## src/rtl/ip4_axi_rd_arb.sv

```systemverilog
// Shares the ip4 AXI master AR/R channels between NUM_REQ requesters; ARID carries the requester index in its top bits.
// Define IP4_AXI_RD_ARB_FIXPRI_EN for lowest-index-wins priority; otherwise round-robin.
module ip4_axi_rd_arb #(
    parameter int NUM_REQ      = 2,
    parameter int WID_AXI_ID   = 4,
    parameter int WID_AXI_ADDR = 32,
    parameter int WID_AXI_DATA = 64,
    parameter int WID_IDX      = $clog2(NUM_REQ),
    parameter int WID_SID      = WID_AXI_ID - WID_IDX,
    parameter int MAX_OUTS     = 4
) (
    input  logic                             aclk,
    input  logic                             rst_n,
    input  logic [NUM_REQ-1:0]               s_arvalid,
    output logic [NUM_REQ-1:0]               s_arready,
    input  logic [NUM_REQ*WID_SID-1:0]       s_arid,
    input  logic [NUM_REQ*WID_AXI_ADDR-1:0]  s_araddr,
    input  logic [NUM_REQ*4-1:0]             s_arlen,
    input  logic [NUM_REQ*3-1:0]             s_arsize,
    input  logic [NUM_REQ*2-1:0]             s_arburst,
    output logic [NUM_REQ-1:0]               s_rvalid,
    input  logic [NUM_REQ-1:0]               s_rready,
    output logic [WID_SID-1:0]               s_rid,
    output logic [WID_AXI_DATA-1:0]          s_rdata,
    output logic [1:0]                       s_rresp,
    output logic                             s_rlast,
    output logic                             m_arvalid,
    input  logic                             m_arready,
    output logic [WID_AXI_ID-1:0]            m_arid,
    output logic [WID_AXI_ADDR-1:0]          m_araddr,
    output logic [3:0]                       m_arlen,
    output logic [2:0]                       m_arsize,
    output logic [1:0]                       m_arburst,
    output logic [1:0]                       m_arlock,
    output logic [3:0]                       m_arcache,
    output logic [2:0]                       m_arprot,
    input  logic                             m_rvalid,
    output logic                             m_rready,
    input  logic [WID_AXI_ID-1:0]            m_rid,
    input  logic [WID_AXI_DATA-1:0]          m_rdata,
    input  logic [1:0]                       m_rresp,
    input  logic                             m_rlast,
    output logic [NUM_REQ*4-1:0]             outs_cnt,
    output logic                             err_rid
);

    localparam logic [0:0] ST_IDLE = 1'b0;
    localparam logic [0:0] ST_BUSY = 1'b1;

    logic [0:0]              state_q, state_d;
    logic [WID_IDX-1:0]      gnt_q, gnt_d;
    logic [WID_SID-1:0]      sid_q, sid_d;
    logic [WID_AXI_ADDR-1:0] addr_q, addr_d;
    logic [3:0]              len_q, len_d;
    logic [2:0]              size_q, size_d;
    logic [1:0]              burst_q, burst_d;
    logic [3:0]              cnt_q [NUM_REQ];
    logic [3:0]              cnt_d [NUM_REQ];
    logic                    err_rid_q, err_rid_d;

    logic [NUM_REQ-1:0]      elig;
    logic                    pick_vld;
    logic [WID_IDX-1:0]      pick;
    logic                    grant;
    logic [NUM_REQ-1:0]      inc, dec;
    logic [WID_IDX-1:0]      r_idx;
    logic                    r_idx_ok;
    logic                    r_sel_rdy;
    logic                    r_hs;

`ifndef IP4_AXI_RD_ARB_FIXPRI_EN
    logic [WID_IDX-1:0]      rr_ptr_q, rr_ptr_d;
    logic [WID_IDX:0]        cand;
`endif

    always_comb begin
        elig = '0;
        for (int i = 0; i < NUM_REQ; i++) begin
            elig[i] = s_arvalid[i] && (cnt_q[i] < 4'(MAX_OUTS));
        end
    end

    always_comb begin
        pick_vld = 1'b0;
        pick     = '0;
`ifdef IP4_AXI_RD_ARB_FIXPRI_EN
        for (int i = 0; i < NUM_REQ; i++) begin
            if (!pick_vld && elig[i]) begin
                pick_vld = 1'b1;
                pick     = WID_IDX'(i);
            end
        end
`else
        cand = '0;
        // Scan starting at rr_ptr, wrapping modulo NUM_REQ (which need not be a power of two).
        for (int k = 0; k < NUM_REQ; k++) begin
            cand = {1'b0, rr_ptr_q} + (WID_IDX+1)'(k);
            if (cand >= (WID_IDX+1)'(NUM_REQ)) begin
                cand = cand - (WID_IDX+1)'(NUM_REQ);
            end
            if (!pick_vld && elig[cand[WID_IDX-1:0]]) begin
                pick_vld = 1'b1;
                pick     = cand[WID_IDX-1:0];
            end
        end
`endif
    end

    always_comb begin
        state_d   = state_q;
        gnt_d     = gnt_q;
        sid_d     = sid_q;
        addr_d    = addr_q;
        len_d     = len_q;
        size_d    = size_q;
        burst_d   = burst_q;
        s_arready = '0;
        grant     = 1'b0;
`ifndef IP4_AXI_RD_ARB_FIXPRI_EN
        rr_ptr_d  = rr_ptr_q;
`endif
        if (state_q == ST_IDLE) begin
            if (pick_vld) begin
                grant   = 1'b1;
                state_d = ST_BUSY;
                gnt_d   = pick;
                for (int i = 0; i < NUM_REQ; i++) begin
                    if (pick == WID_IDX'(i)) begin
                        s_arready[i] = 1'b1;
                        sid_d   = s_arid[i*WID_SID +: WID_SID];
                        addr_d  = s_araddr[i*WID_AXI_ADDR +: WID_AXI_ADDR];
                        len_d   = s_arlen[i*4 +: 4];
                        size_d  = s_arsize[i*3 +: 3];
                        burst_d = s_arburst[i*2 +: 2];
                    end
                end
`ifndef IP4_AXI_RD_ARB_FIXPRI_EN
                rr_ptr_d = (pick == WID_IDX'(NUM_REQ-1)) ? '0 : pick + 1'b1;
`endif
            end
        end else if (m_arready) begin
            state_d = ST_IDLE;
        end
    end

    // R routing: the index field of RID selects the requester; unknown indices are sunk.
    always_comb begin
        r_idx     = m_rid[WID_AXI_ID-1 -: WID_IDX];
        r_idx_ok  = ({1'b0, r_idx} < (WID_IDX+1)'(NUM_REQ));
        s_rvalid  = '0;
        r_sel_rdy = 1'b0;
        for (int i = 0; i < NUM_REQ; i++) begin
            if (r_idx == WID_IDX'(i)) begin
                s_rvalid[i] = m_rvalid;
                r_sel_rdy   = s_rready[i];
            end
        end
        m_rready  = r_idx_ok ? r_sel_rdy : 1'b1;
        r_hs      = m_rvalid && m_rready;
        err_rid_d = err_rid_q | (r_hs & ~r_idx_ok);
    end

    always_comb begin
        inc = '0;
        dec = '0;
        for (int i = 0; i < NUM_REQ; i++) begin
            inc[i]   = grant && (pick == WID_IDX'(i));
            dec[i]   = r_hs && m_rlast && (r_idx == WID_IDX'(i));
            cnt_d[i] = cnt_q[i];
            if (inc[i] && !dec[i]) begin
                cnt_d[i] = cnt_q[i] + 4'd1;
            end else if (dec[i] && !inc[i] && (cnt_q[i] != 4'd0)) begin
                cnt_d[i] = cnt_q[i] - 4'd1;
            end
        end
    end

    always_ff @(posedge aclk or negedge rst_n) begin
        if (!rst_n) begin
            state_q   <= ST_IDLE;
            gnt_q     <= '0;
            sid_q     <= '0;
            addr_q    <= '0;
            len_q     <= '0;
            size_q    <= '0;
            burst_q   <= '0;
            err_rid_q <= 1'b0;
`ifndef IP4_AXI_RD_ARB_FIXPRI_EN
            rr_ptr_q  <= '0;
`endif
            for (int i = 0; i < NUM_REQ; i++) begin
                cnt_q[i] <= '0;
            end
        end else begin
            state_q   <= state_d;
            gnt_q     <= gnt_d;
            sid_q     <= sid_d;
            addr_q    <= addr_d;
            len_q     <= len_d;
            size_q    <= size_d;
            burst_q   <= burst_d;
            err_rid_q <= err_rid_d;
`ifndef IP4_AXI_RD_ARB_FIXPRI_EN
            rr_ptr_q  <= rr_ptr_d;
`endif
            for (int i = 0; i < NUM_REQ; i++) begin
                cnt_q[i] <= cnt_d[i];
            end
        end
    end

    always_comb begin
        outs_cnt = '0;
        for (int i = 0; i < NUM_REQ; i++) begin
            outs_cnt[i*4 +: 4] = cnt_q[i];
        end
    end

    assign m_arvalid = (state_q == ST_BUSY);
    assign m_arid    = {gnt_q, sid_q};
    assign m_araddr  = addr_q;
    assign m_arlen   = len_q;
    assign m_arsize  = size_q;
    assign m_arburst = burst_q;
    assign m_arlock  = 2'b00;
    assign m_arcache = 4'b0000;
    assign m_arprot  = 3'b000;
    assign s_rid     = m_rid[WID_SID-1:0];
    assign s_rdata   = m_rdata;
    assign s_rresp   = m_rresp;
    assign s_rlast   = m_rlast;
    assign err_rid   = err_rid_q;

endmodule

```

## config.mk

```make
export PLATFORM = sky130hd
export DESIGN_NAME = ip4_axi_rd_arb
export DESIGN_NICKNAME = d
export VERILOG_FILES = /design/src/rtl/ip4_axi_rd_arb.sv
export SDC_FILE = /design/constraint.sdc
export NUM_CORES = 1
export LEC_CHECK = 0
export ABC_CLOCK_PERIOD_IN_PS = 2800
export CAP_MARGIN = 20
export CORE_AREA = 2 2 119 121
export DETAILED_ROUTE_END_ITERATION = 6
export DIE_AREA = 0 0 121 123
export PLACE_DENSITY = 0.65
export SLEW_MARGIN = 15
export SYNTH_ARGS = -nofsm -noshare
export SYNTH_HDL_FRONTEND = slang
export SYNTH_SLANG_ARGS = --single-unit
```

## constraint.sdc

```tcl
create_clock -name aclk -period 2.8 [get_ports aclk]
set_clock_uncertainty 0.05 [all_clocks]
set_input_delay 0.56 -clock aclk [delete_from_list [all_inputs] [get_ports aclk]]
set_output_delay 0.56 -clock aclk [all_outputs]
set_load 0.01 [all_outputs]
```

======== Word level (Yosys, flattened, before mapping) ========
Index checks and enable logic that the tools add are counted.
word-level totals
  register bits after elaboration ......... 55
  bits of input ports ..................... 167
  output and inout bits ................... 139
  word-level logic and storage cells ...... 83
cells by class
  add/sub/neg operators ................... 8
  $lt $le $gt $ge ......................... 6
  multiplexer cells ....................... 31
  bitwise gates (word level) .............. 3
  reductions and logical operators ........ 25
operator list
  kind                                                                                 number
  32-bit two-way mux                                                                   1
  1-bit two-way mux                                                                    20
  4-bit two-way mux                                                                    5
  1-bit logical AND                                                                    15
  4-bit by 1-bit adder with 4-bit output, second input constant                        2
  4-bit by 3-bit < comparator with 1-bit output, second input constant                 2
  4-bit nonzero test                                                                   2
  4-bit by 1-bit subtractor with 4-bit output, second input constant                   2
  2-bit two-way mux                                                                    3
  3-bit two-way mux                                                                    2
  1-bit zero test                                                                      5
  1-bit by 2-bit < comparator with 1-bit output, second input constant                 2
  2-bit nonzero test                                                                   2
  1-bit NOT                                                                            3
  1-bit by 1-bit adder with 2-bit output, second input constant                        1
  1-bit by 2-bit greater-or-equal comparator with 1-bit output, second input constant  1
  2-bit greater-or-equal comparator, second input constant                             1
  2-bit AND reduction                                                                  1
  1-bit subtractor, second input constant                                              2
  1-bit adder, second input constant                                                   1

======== Logic depth before layout (Yosys ltp) ========
Gate-level depths: netlist (run 1).
  depth after elaboration ................. 16
  depth in mapped cells ................... 8
  gate-level depth less buffers ........... 8

======== Worst setup path after synthesis (run 1) ========
No wires, ideal clock.
  path kind ............................... input -> register
  from .................................... in s_arvalid[1]
  to ...................................... reg cnt_q, in the netlist outs_cnt[7]
  setup time .............................. 80 ps
  data arrival time ....................... 2392 ps
  required time ........................... 2670 ps
  path slack .............................. 278 ps
  cell stages on the path ................. 8
  buffers on the path ..................... 0
  path through ............................ or3b_4 -> nor4_2 -> inv_1 -> ha_1 -> a21o_1 -> a21oi_1 -> mux2i_1 -> xnor2_1
between the ends
  word-level cells in the longest chain between the ends .. 14
  elaborated cells between the ends (all ways) .. 20
  classes of those cells .................. mux (11); reduce/logical (9)
ends and longest elaborated chain
  item                                                  RTL line  source
  start: declaration                                    14        input logic [NUM_REQ-1:0] s_arvalid,
  1-bit logical AND (*)                                 79        elig[i] = s_arvalid[i] && (cnt_q[i] < 4'(MAX_OUTS));
  1-bit two-way mux (implied by the code) (2 in a row)  101       if (!pick_vld && elig[cand[WID_IDX-1:0]]) begin
  1-bit two-way mux                                     101
  1-bit zero test                                       101
  1-bit logical AND                                     101
  1-bit two-way mux                                     101
  1-bit two-way mux                                     123       if (pick_vld) begin
  1-bit two-way mux                                     122       if (state_q == ST_IDLE) begin
  1-bit logical AND (*)                                 167       inc[i] = grant && (pick == WID_IDX'(i));
  1-bit zero test                                       172       end else if (dec[i] && !inc[i] && (cnt_q[i] != 4'd0)) begin
  1-bit logical AND (2 in a row)                        172
  2-bit nonzero test (no source line)                   n/a
  end signal: indexed assignment                        207       cnt_q[i] <= cnt_d[i];
  end: declaration                                      57        logic [3:0] cnt_q [NUM_REQ];
Every way passes the cells marked *; elsewhere a longest branch is shown, timed or not. The select of a mux whose other input is x is not followed.
A chain may end at the register's enable or synchronous reset.

======== Final worst setup path (run 1) ========
  from .................................... in s_arvalid[0]
  to ...................................... reg cnt_q, in the netlist outs_cnt[3]
Same word-level chain as after synthesis.

==> results of run 1 <==
## stage by stage
step	total power, W	setup WS [ns]	TNS (ns)
3_5_place_dp	0.003913	-0.2142	-1.074
5_1_grt	0.004902	0.04654	0
4_1_cts	0.004643	0.07743	0
2_1_floorplan	0.002803	0.2784	0
6_report	0.004584	0.1408	0
3_3_place_gp	0.003838	-0.1581	-0.8720
## power groups by stage
stage               combinational (W)  clock, W  sequential, W
floorplan                     0.00118         0        0.00162
global placement              0.00232         0        0.00151
detailed placement            0.00239         0        0.00152
CTS                           0.00238  0.000735        0.00153
global route                  0.00257  0.000759        0.00157
finish                        0.00235  0.000701        0.00153
## layout make-up
type                       instances  area, sq um
inverter                          47        176.4
multi-input combinational         99        957.2
fill                            1402         9055
tap                              180        225.2
clock inverter                     2        37.54
timing repair buffer             168         1659
sequential                        55         1376
clock buffer                       5        125.1
## synthesized netlist by cell type
master / n / share of area (%)
buf_4: 82 / 19
dfrtp_1: 55 / 44
inv_1: 47 / 5.6
a222oi_1: 44 / 14
buf_2: 6 / 0.95
a21o_1: 5 / 1.2
clkbuf_1: 4 / 0.48
ha_1: 4 / 1.6
mux2_1: 4 / 1.4
xnor2_1: 4 / 1.1
buf_6: 3 / 1.1
a21oi_1: 2 / 0.32
fa_1: 2 / 1.3
mux2i_1: 2 / 0.63
nor2_2: 2 / 0.40
nor3_4: 2 / 1.0
o311a_1: 2 / 0.63
or3b_4: 2 / 0.71
or4_1: 2 / 0.48
xor2_1: 2 / 0.55
and2_1: 1 / 0.20
and4_1: 1 / 0.28
and4b_1: 1 / 0.32
and4bb_2: 1 / 0.40
conb_1: 1 / 0.12
mux2_2: 1 / 0.36
nor2b_1: 1 / 0.20
nor4_2: 1 / 0.40
nor4_4: 1 / 0.67
nor4b_2: 1 / 0.48
o21ai_0: 1 / 0.16
## worst max-delay path, delay by kind of cell
| family | cells | cell delay [ns] |
|---|---|---|
| adder cells (fa/ha/maj) | 1 | 0.30 |
| multiplexers | 1 | 0.23 |
| buffers and inverters | 3 | 0.72 |
| AO/OA/AOI/OAI | 1 | 0.18 |
| AND/OR/NAND/NOR | 2 | 0.71 |
| XOR/XNOR | 1 | 0.13 |
## flip-flops by register name (all words and copies together), names as in the netlist
name / flops
m_arsize: 3
gnt_q: 1
rr_ptr_q: 1
m_arburst: 2
m_arlen: 4
outs_cnt: 8
m_araddr: 32
m_arvalid: 1
sid_q: 3
## repair_timing
item,in CTS,in global routing
resized for setup,2,2
endpoints found under the setup margin,2,2
endpoints found under the hold margin,0,0
pin swaps,0,1
## cell families after synthesis
logic type,count (synthesis),synth area share (%)
other,1,0.1187
AND/OR/NAND/NOR,16,5.546
adder cells (fa/ha/maj),6,2.853
buffers and inverters,142,27.58
AO/OA/AOI/OAI,54,16.24
XOR/XNOR,6,1.664
multiplexers,7,2.417
flip-flops,55,43.58
## routing by layer
metal  routed length (um)  vias up  global-route usage (%)
li1                     -     1111                       -
met3                  891       29                   3.275
met2                 4783      172                   21.91
met4                  266        0                   5.233
met1                 3464     1207                   12.86
met5                    0        -                       0
## worst paths after layout
path | cells past startpoint | end | startpoint
setup / recovery | 9 | outs_cnt[3] | s_arvalid[0]
max in group asynchronous | 2 | m_araddr[27] | rst_n
min in group aclk | 1 | gnt_q | gnt_q
hold reg to reg | 1 | gnt_q | gnt_q
setup reg to reg | 8 | outs_cnt[3] | outs_cnt[3]
hold / removal | 1 | m_araddr[8] | rst_n
==> summary.txt, run 1 <==
Status
  – Status: finished, final reports clean

Worst setup path
  – Worst-path fanout max: 4
  – CP required: 2.96 ns
  – CP Capture Type: register
  – Crit-path slowest cell: clkdlybuf4s50_1
  – Crit Path Class: primary input to register
  – R2R Setup Slk: 0.41 ns
  – Startpoint Class: primary input
  – Worst endpoint data arrival time: 2.82 ns
  – Max incr delay on CP: 0.48 ns
  – Crit-path cells: clkdlybuf4s50_1 > or3b_4 > nor4_4 > inv_1 > buf_4 > ha_1 > a21oi_1 > mux2i_1 > xnor2_1

Clocking
  – CTS tree: done
  – Sink Count: 55
  – Root buffer cell: clkbuf_16
  – Clock transition at path regs: 0.07 ns
  – Clock network latency to the later pin of the worst-skew pair: 0.29 ns
  – # hold bufs at CTS: 0
  – H-Tree Depth: 2
  – Buffers inserted by post-CTS timing repair: 0
  – Clock Tree Buf Depth: 2
  – Num CTS Buffers: 5

Logic synthesis
  – Mapped Cells: 287
  – Sequential area share after synthesis: 43.58%
  – Distinct cells, synth: 31
  – #FFs+latches synth: 55
  – Synth Warn #: 0
  – Avg Cell Area, Syn: 11.00 sq um
  – Post-Syn Area: 3158 sq um

Floorplan
  – Die Span Y: 123 um
  – Chip Width: 121 um
  – # rows: 43
  – Die ar.: 14880 sq um
  – # IOs: 306
  – Starting Density: 23.20%
  – Core Area: 13610 sq um

STA
  – Final Max Tran Viols: 0
  – Period utilization: 94.97%
  – Max frequency: 0.3761 GHz
  – Fin crit period: 2.659 ns
  – Worst slew pin tran: 0.6250 ns
  – # setup viols final: 0
  – RSZ-0062 raised after global routing: no
  – Final hold vios: 0
  – Rel. slew slack: 58.23%
  – Hold WS: 0.1521 ns

Min path
  – Hold WC Path Type: primary input to async pin

Power
  – Seq pwr share: 33.3%
  – Comb power frac: 51.4%
  – Sw frac: 35.39%
  – Maximum vdd drop: 399.3 uV
  – Clock share of power: 15.3%
  – Switching power: 0.001622 W
  – Power per cell area: 1006 nW/um^2
  – P_leak: 2.020 nW
  – Pint: 0.002962 W

Global route
  – Vias in the first global route: 2619
  – GRT Util Overall: 11.95%
  – First-pass GRT wire length: 13540 um
  – Grt ovf: 0
  – Initial antenna violation count: 0
  – Largest net degree at the start of global routing: 48

Run
  – Max-cap viol count: 0

Drt
  – Avg WL per Cell: 16.92 um
  – Initial DRC count: 191
  – Post-Route WL: 9405 um
  – Vias per cell: 4.531
  – DRC: 0
  – Vias post-DR: 2519
  – First-pass iteration count of the detailed router: 6
  – Routed Antenna Nets: 0

Final layout
  – Area added between synthesis and finish: 44.29%
  – Inserted Diodes: 0
  – Commonest non-fill, non-tap cells in the layout: 154 x clkdlybuf4s50_1, 55 x dfrtp_1, 47 x inv_1
  – Most common cell after layout, fill and taps aside: clkdlybuf4s50_1
  – Layout cells sized above 1: 8.245%
  – Final instance area: 4557 sq um
  – Final Net Count: 549
  – Non-filler instance count after layout: 556
  – Final core utilization: 33.48%

Placement
  – Placed cells: 549
  – PortBufs: 157
  – Post-DP Area: 4384 sq um
  – Routability-driven placement congestion ratio: 0.6836
  – Placed wire-length estimate: 7094 um
Note: power is estimated with default switching activity, not from simulation.
==> run 2, diff against run 1 <==
==> config.mk (replaced) <==
export PLATFORM = sky130hd
export DESIGN_NAME = ip4_axi_rd_arb
export DESIGN_NICKNAME = d
export VERILOG_FILES = /design/src/rtl/ip4_axi_rd_arb.sv
export SDC_FILE = /design/constraint.sdc
export NUM_CORES = 1
export LEC_CHECK = 0
export ABC_CLOCK_PERIOD_IN_PS = 2400
export CAP_MARGIN = 20
export CORE_AREA = 2 2 118 120
export DETAILED_ROUTE_END_ITERATION = 6
export DIE_AREA = 0 0 120 122
export PLACE_DENSITY = 0.69
export SLEW_MARGIN = 15
export SYNTH_ARGS = -nofsm -noshare
export SYNTH_HDL_FRONTEND = slang
export SYNTH_SLANG_ARGS = --single-unit
==> constraint.sdc (replaced) <==
create_clock -name aclk -period 2.4 [get_ports aclk]
set_clock_uncertainty 0.05 [all_clocks]
set_input_delay 0.48 -clock aclk [delete_from_list [all_inputs] [get_ports aclk]]
set_output_delay 0.48 -clock aclk [all_outputs]
set_load 0.01 [all_outputs]
==> summary.txt, run 2 (same netlist as run 1, synthesis figures left out) <==
Status
  – Status: finished with violations
  – Failing checks: design-rule violations

Floorplan
  – Die Span Y: 122 um
  – Chip Width: 120 um
  – # rows: 43
  – Starting Density: 23.39%
  – Core Area: 13500 sq um
  – Die ar.: 14640 sq um
  – # IOs: 306

Drt
  – Post-Route WL: 9546 um
  – Initial DRC count: 249
  – DRC: 1
  – Avg WL per Cell: 16.66 um
  – Routed Antenna Nets: 0
  – Vias per cell: 4.492
  – First-pass iteration count of the detailed router: 7
  – Vias post-DR: 2574

Worst setup path
  – Worst-path fanout max: 3
  – Startpoint Class: register
  – CP required: 2.57 ns
  – Worst endpoint data arrival time: 2.52 ns
  – Crit Path Class: register to register
  – CP Capture Type: register

Placement
  – Placed cells: 560
  – PortBufs: 157
  – Routability-driven placement congestion ratio: 0.7648
  – Placed wire-length estimate: 7222 um

STA
  – Worst slew pin tran: 0.5292 ns
  – Final Max Tran Viols: 0
  – # setup viols final: 0
  – Final hold vios: 0
  – Max frequency: 0.4260 GHz
  – RSZ-0062 raised after global routing: yes
  – Period utilization: 97.82%
  – Fin crit period: 2.348 ns
  – Rel. slew slack: 64.72%

Clocking
  – CTS tree: done
  – Clock transition at path regs: 0.07 ns
  – Clock network latency to the later pin of the worst-skew pair: 0.30 ns
  – Sink Count: 55
  – Num CTS Buffers: 5
  – H-Tree Depth: 2
  – Clock Tree Buf Depth: 2
  – Root buffer cell: clkbuf_16
  – # hold bufs at CTS: 0

Power
  – Total chip power: 0.005468 W
  – Seq pwr share: 31.9%
  – Sw frac: 36.09%
  – Pint: 0.003495 W
  – Comb power frac: 54.3%
  – Power per cell area: 1165 nW/um^2
  – Clock share of power: 13.8%
  – P_leak: 2.108 nW
  – Switching power: 0.001973 W
  – Maximum vdd drop: 420.0 uV

Final layout
  – Layout cells sized above 1: 14.25%
  – Inserted Diodes: 0
  – Final Net Count: 565
  – Area added between synthesis and finish: 48.57%
  – Commonest non-fill, non-tap cells in the layout: 149 x clkdlybuf4s50_1, 54 x dfrtp_1, 47 x inv_1
  – Most common cell after layout, fill and taps aside: clkdlybuf4s50_1
  – Max FFs per register: 32
  – Non-filler instance count after layout: 573
  – Final core utilization: 34.74%

Global route
  – Initial antenna violation count: 0
  – Grt ovf: 0
  – Largest net degree at the start of global routing: 48
  – First-pass GRT wire length: 14030 um
  – GRT Util Overall: 12.37%
  – Vias in the first global route: 2709

Run
  – Max-cap viol count: 0

Min path
  – Hold WC Path Type: primary input to async pin
[run 2: metal layers]
| layer | vias up | track usage (%) | wire, um |
|---|---|---|---|
| met5 | - | 0 | 0 |
| met3 | 31 | 4.869 | 996 |
| met4 | 0 | 5.662 | 281 |
| li1 | 1149 | - | - |
| met2 | 168 | 22.44 | 4941 |
| met1 | 1226 | 12.46 | 3326 |
[run 2: worst max-delay path, cell delays in order, from the launching register on]
cell,delay [ns]
dfrtp_1,0.41
or3b_4,0.42
nor4_4,0.29
inv_1,0.10
ha_1,0.28
a21o_1,0.19
a21oi_2,0.14
mux2i_1,0.25
xnor2_1,0.14
[run 2: worst paths after layout]
path	start	end	slack, ns	cells past startpoint
setup reg to reg	outs_cnt[3]	outs_cnt[3]	0.05	8
max in group asynchronous	rst_n	outs_cnt[2]	1.61	2
hold reg to reg	gnt_q	gnt_q	0.43	1
min in group aclk	gnt_q	gnt_q	0.43	1
hold / removal	rst_n	sid_q[1]	0.10	1
setup / recovery	outs_cnt[3]	outs_cnt[3]	0.05	8
[run 2: metrics by stage]
stage / setup slack (ns) / hold slack [ns] / area [sq um] / setup TNS (ns)
floorplan: 0.001330 / 0.1344 / 3201 / 0
global placement: -0.4655 / 0.4106 / 4488 / -10.40
detailed placement: -0.5288 / 0.4196 / 4488 / -12.26
CTS: 0.009310 / 0.1118 / 4657 / 0
global route: -0.1090 / 0.1372 / 4692 / -0.1299
finish: 0.05233 / 0.1004 / 4692 / 0
[run 2: cell type report]
class / count / area [sq um]
clock buffers: 5 / 125.1
clock inverters: 3 / 22.52
fillers: 1358 / 8812
inverters: 47 / 176.4
multi-input cells: 99 / 987.2
flip-flops and latches: 55 / 1378
well taps: 180 / 225.2
repair buffers: 184 / 1778
[run 2: power groups by stage]
stage / sequential (W) / clock, W / combinational (W)
6_report: 0.00174 / 0.000756 / 0.00297
5_1_grt: 0.00180 / 0.000825 / 0.00323
4_1_cts: 0.00174 / 0.000798 / 0.00296
3_5_place_dp: 0.00173 / 0 / 0.00292
3_3_place_gp: 0.00173 / 0 / 0.00285
2_1_floorplan: 0.00189 / 0 / 0.00139
[run 2: what timing repair did]
action	in CTS	in global routing
setup buffers	2	3
gates cloned	0	0
pin swaps	5	2
resized for setup	18	4
setup endpoints to repair	9	5
==> run 3, diff against run 2 <==
--- a/config.mk
+++ b/config.mk
@@ -15,3 +15,4 @@
 export SYNTH_ARGS = -nofsm -noshare
 export SYNTH_HDL_FRONTEND = slang
 export SYNTH_SLANG_ARGS = --single-unit
+export TNS_END_PERCENT = 30
==> summary.txt, run 3 (same netlist as run 1, synthesis figures left out) <==
Status
  – Status: finished, final reports clean

Global route
  – Largest net degree at the start of global routing: 48
  – GR Util met3: 4.963%
  – GRT Util Overall: 12.45%
  – First-pass GRT wire length: 14110 um
  – Grt ovf: 0
  – Busiest layer in global routing: met2
  – Initial antenna violation count: 0
  – Met1 GRT Util: 12.49%
  – GR met2 Demand/Resource: 22.62%
  – Vias in the first global route: 2721

Power
  – Seq pwr share: 32.1%
  – P_leak: 2.090 nW
  – Pint: 0.003478 W
  – Switching power: 0.001979 W
  – Sw frac: 36.27%
  – Clock share of power: 13.8%
  – Comb power frac: 54.1%
  – Power per cell area: 1168 nW/um^2
  – Maximum vdd drop: 416.9 uV
  – Total chip power: 0.005457 W

Drt
  – Vias post-DR: 2588
  – First-pass iteration count of the detailed router: 6
  – Routed Antenna Nets: 0
  – DRC: 0
  – Post-Route WL: 9558 um
  – Initial DRC count: 235
  – Avg WL per Cell: 16.77 um
  – Vias per cell: 4.540

Final layout
  – Area added between synthesis and finish: 47.94%
  – Most common cell after layout, fill and taps aside: clkdlybuf4s50_1
  – Final Net Count: 562
  – Max FFs per register: 32
  – Layout fillers: 1355
  – Commonest non-fill, non-tap cells in the layout: 151 x clkdlybuf4s50_1, 54 x dfrtp_1, 47 x inv_1
  – Layout cells sized above 1: 13.33%
  – Inserted Diodes: 0

Worst setup path
  – Worst endpoint data arrival time: 2.53 ns
  – R2R Setup Slk: 0.04 ns
  – Reg-to-Reg Start: outs_cnt[2]
  – Worst-path fanout max: 3
  – Worst Setup EP: outs_cnt[3]
  – Crit Path Class: register to register
  – CP Capture Type: register
  – Worst reg2reg path depth: 8
  – CP startpoint: outs_cnt[2]
  – CP required: 2.57 ns
  – R2R Path End: outs_cnt[3]
  – Startpoint Class: register

Clocking
  – Clock transition at path regs: 0.07 ns
  – Sink Count: 55
  – CTS tree: done
  – Root buffer cell: clkbuf_16
  – Num CTS Buffers: 5
  – H-Tree Depth: 2
  – Clock network latency to the later pin of the worst-skew pair: 0.30 ns
  – Clock Tree Buf Depth: 2

STA
  – RSZ-0062 raised after global routing: yes
  – Fin crit period: 2.356 ns
  – Hold WS: 0.09896 ns
  – Setup TNS: 0 ns
  – # setup viols final: 0
  – Max frequency: 0.4244 GHz
  – Period utilization: 98.19%
  – Final Max Tran Viols: 0
  – Final hold vios: 0
  – Rel. slew slack: 64.95%
  – Worst setup margin: 0.04350 ns
  – Worst slew pin tran: 0.5258 ns

Placement
  – PortBufs: 157
  – Routability-driven placement congestion ratio: 0.7648
  – Pre-CTS WS: -0.5288 ns
  – Placed wire-length estimate: 7222 um

Min path
  – Hold WC Path Type: primary input to async pin

Floorplan
  – Core Area: 13500 sq um
  – Die ar.: 14640 sq um
  – # rows: 43
  – # IOs: 306
  – Chip Width: 120 um
  – Starting Density: 23.39%
  – Die Span Y: 122 um

Run
  – Max-cap viol count: 0
## run 3: cell count changes in the layout (fill, tap and decap cells not counted), sizes merged
cell	before	now
clkdlybuf4s50	149	151
buf	30	27
dlygate4sd2	5	3
## run 3: worst min-delay path by stage
stage | from | to | slack (ns)
after floorplan | rst_n | gnt_q | 0.13
after global placement | gnt_q | gnt_q | 0.41
after CTS | rst_n | sid_q[1] | 0.11
final | rst_n | sid_q[1] | 0.1
after global routing | rst_n | sid_q[1] | 0.14
after detailed placement | gnt_q | gnt_q | 0.42
## run 3: layer usage
metal	part of all wire [%]	up-vias	routed length, um
li1	-	1142	-
met1	34	1235	3253
met2	52	180	4981
met3	11	31	1040
met4	2.9	0	281
met5	0	-	0
## run 3: through the flow
step | std cells | cell area [sq um] | util (%)
CTS | 570 | 4662 | 34.52
floorplan | 296 | 3201 | -
finish | 570 | 4672 | 34.60
global placement | 560 | 4488 | 33.23
global route | 570 | 4672 | 34.60
detailed placement | 560 | 4488 | 33.23
## run 3: worst max-delay path: stages, from the launching register on
cell     delay (ns)
dfrtp_2        0.44
or3b_4         0.40
nor4_4         0.29
inv_1          0.10
ha_1           0.28
a21o_1         0.19
a21oi_2        0.14
mux2i_1        0.24
xnor2_1        0.14
## run 3: final cells by class
cell class / instances / area [sq um] / area share (%)
tap: 180 / 225.2 / 4.821
clock buffer: 5 / 125.1 / 2.678
inverter: 47 / 176.4 / 3.776
timing repair buffer: 181 / 1758 / 37.63
clock inverter: 3 / 22.52 / 0.4821
sequential: 55 / 1378 / 29.49
multi-input combinational: 99 / 987.2 / 21.13
## run 3: what timing repair did
action                     CTS  global route
setup buffers                2             0
pin swaps                    4             1
hold buffers                 0             0
setup endpoints to repair    9             6
gates resized for setup     16             2
## run 3: power groups by stage
stage                     Sequential, W  Clock (W)  Combinational (W)
after global placement          0.00173          0            0.00285
final                           0.00175   0.000755            0.00295
after floorplan                 0.00189          0            0.00139
after detailed placement        0.00173          0            0.00292
after CTS                       0.00174   0.000798            0.00297
after global routing            0.00181   0.000825            0.00321
==> RTL edit 1, RTL diff (flow settings as in run 2) <==
`NUM_REQ`: 2 -> 8.
--- a/src/rtl/ip4_axi_rd_arb.sv
+++ b/src/rtl/ip4_axi_rd_arb.sv
@@ -1,7 +1,7 @@
 // Shares the ip4 AXI master AR/R channels between NUM_REQ requesters; ARID carries the requester index in its top bits.
 // Define IP4_AXI_RD_ARB_FIXPRI_EN for lowest-index-wins priority; otherwise round-robin.
 module ip4_axi_rd_arb #(
-    parameter int NUM_REQ      = 2,
+    parameter int NUM_REQ      = 8,
     parameter int WID_AXI_ID   = 4,
     parameter int WID_AXI_ADDR = 32,
     parameter int WID_AXI_DATA = 64,
Ports: changed (11 resized); port bits go from 306 to 600. No check against the original RTL was run, so the function may have changed too.
==> RTL edit 1 against run 2 <==
  * The flow now stops in I/O pin placement
  * Synthesized area grew to 2.8 times the old value
==> RTL edit 1: results <==
set metrics [dict create \
    stop_stage "I/O pin placement" \
    post_synth_main_area_contributors "sky130_fd_sc_hd__dfrtp_1, sky130_fd_sc_hd__buf_4, sky130_fd_sc_hd__and3_1" \
    ys_ff_latch 81 \
    first-error "[ERROR PPL-0024] Number of IO pins (600) exceeds maximum number of available positions (430). Increase the die perimeter from 484.00um to 816.00um." \
    yosysSeqAreaShare 0.232 \
    status "aborted with a tool error" \
    synthDistinctLibCells 88 \
    synthArstFlopShare 1.00 \
    synth_top_cells_by_count "sky130_fd_sc_hd__and3_1, sky130_fd_sc_hd__buf_4, sky130_fd_sc_hd__dfrtp_1" \
    synth_area_per_cell_um2 8.60 \
    yosys_warnings 0 \
    postSynth.topFlopCell "sky130_fd_sc_hd__dfrtp_1" \
]
-- RTL edit 1: cell types whose count changed after synthesis, moves of 30 or more --
cell,before,now
sky130_fd_sc_hd__and3_1,0,84
sky130_fd_sc_hd__nand2_1,0,70
sky130_fd_sc_hd__o21ai_0,1,65
sky130_fd_sc_hd__a21oi_1,2,58
sky130_fd_sc_hd__a211oi_1,0,45
sky130_fd_sc_hd__a222oi_1,44,0
sky130_fd_sc_hd__a221oi_1,0,37
sky130_fd_sc_hd__o221ai_1,0,37
sky130_fd_sc_hd__clkbuf_1,4,40
sky130_fd_sc_hd__o21ai_1,0,32
sky130_fd_sc_hd__inv_1,47,17
-- RTL edit 1: kinds of logic after synthesis --
kind of cell,synth area share
xor+xnor,0.0220
buf+inv,0.120
compound gates,0.300
mux,0.0854
fa+ha+maj,0.0498
flops,0.232
simple gates,0.191
other cells,0.000429
==> RTL edit 2, RTL diff (settings of run 2) <==
Without the edit above. Reset style: synchronous (`rst_n`), changed in one clocked block.
--- a/src/rtl/ip4_axi_rd_arb.sv
+++ b/src/rtl/ip4_axi_rd_arb.sv
@@ -175,7 +175,7 @@
         end
     end
 
-    always_ff @(posedge aclk or negedge rst_n) begin
+    always_ff @(posedge aclk) begin
         if (!rst_n) begin
             state_q   <= ST_IDLE;
             gnt_q     <= '0;
Behaviour: differs if rst_n is asserted again (counterexample within 4 cycles, from zero or initial values and one cycle with rst_n low); with rst_n held inactive, the same outputs for 4 cycles.
==> RTL edit 2 against run 2 <==
  * Routed wire length increased by 0.39%
  * Sequential cell count unchanged
  * Utilization is 0.57 points higher
  * Synthesized area rose by 3.1%
  * Cell area is 1.7% higher
  * Non-clock buffer count decreased by 4
  * Worst setup slack better by 0.058 ns
  * Power down 4.5%
  * Sequential power is 13% lower
  * Largest cell class unchanged
  * Highest routed layer unchanged
==> RTL edit 2: results <==
set metrics [dict create \
    net_switching_fraction_of_the_power 0.361 \
    worst_case_reg_to_reg_path_depth 10 \
    leakagePower_nw 1.90 \
    grtUsageTotal 0.131 \
    multi_input_comb_cells 254 \
    fillCellCount 1393 \
    post_synth_main_area_contributors "sky130_fd_sc_hd__dfxtp_1, sky130_fd_sc_hd__buf_4, sky130_fd_sc_hd__nand2_1" \
    globalplace.congestion 0.854 \
    synthXorXnorAreaFrac 0.00538 \
    grt_pass1_vias 3144 \
    n_sequential_cell 55 \
    route.layer.met1.wl_mm 3.83 \
    cpPeakStageDelay_ns 0.55 \
    cts_resized 4 \
    share_clk_of_total_power 0.182 \
    min_period_ns 2.29 \
    totalWireLength_mm 9.58 \
    muxShareOfSynthArea 0.0250 \
    layout.non_clock_buffers 180 \
    r2r-end "cnt_q[0][7]$_SDFFE_PN0P_" \
    hold_path.class "reg2reg" \
    final.signal_inverter_count 4 \
    total_power_mw 5.22 \
    yosysSeqAreaShare 0.338 \
    layout.clock.cell_area_share 0.0404 \
    status "finished clean" \
    synth_area_per_cell_um2 7.92 \
    post-dp-hpwl_mm 7.22 \
    synth_compound_area_frac 0.186 \
    largest_net_degree_at_the_start_of_global_routing 47 \
    critPathArrivalTime_ns 1.76 \
]
## RTL edit 2: cell count changes in the layout (fill, tap and decap cells not counted), moves of 4 or more
cell / change
sky130_fd_sc_hd__dfrtp_1: -54
sky130_fd_sc_hd__xnor2_1: -4
sky130_fd_sc_hd__a222oi_1: -44
sky130_fd_sc_hd__buf_12: +5
sky130_fd_sc_hd__o21ai_0: +43
sky130_fd_sc_hd__mux2_1: -4
sky130_fd_sc_hd__nand2_1: +100
sky130_fd_sc_hd__mux2i_1: +5
sky130_fd_sc_hd__inv_1: -44
sky130_fd_sc_hd__buf_4: -9
sky130_fd_sc_hd__dfxtp_1: +55
sky130_fd_sc_hd__nand2b_1: +4
sky130_fd_sc_hd__a31oi_1: +45
## RTL edit 2: cells by family (layout without fill, tap and decap cells)
| kind of cell | after synthesis | after routing |
|---|---|---|
| compound gates | 102 | 102 |
| xor+xnor | 2 | 2 |
| fa+ha+maj | 6 | 6 |
| buf+inv | 111 | 192 |
| flops | 55 | 55 |
| mux | 8 | 8 |
| other cells | 1 | 10 |
| simple gates | 126 | 126 |
## RTL edit 2: worst min-delay path by stage
stage / from / to / slack (ns)
finish: gnt_q$_SDFFE_PN0N_ / gnt_q$_SDFFE_PN0N_ / 0.44
floorplan: gnt_q$_SDFFE_PN0N_ / gnt_q$_SDFFE_PN0N_ / 0.41
global placement: gnt_q$_SDFFE_PN0N_ / gnt_q$_SDFFE_PN0N_ / 0.43
CTS: gnt_q$_SDFFE_PN0N_ / gnt_q$_SDFFE_PN0N_ / 0.44
global route: gnt_q$_SDFFE_PN0N_ / gnt_q$_SDFFE_PN0N_ / 0.46
detailed placement: gnt_q$_SDFFE_PN0N_ / gnt_q$_SDFFE_PN0N_ / 0.43
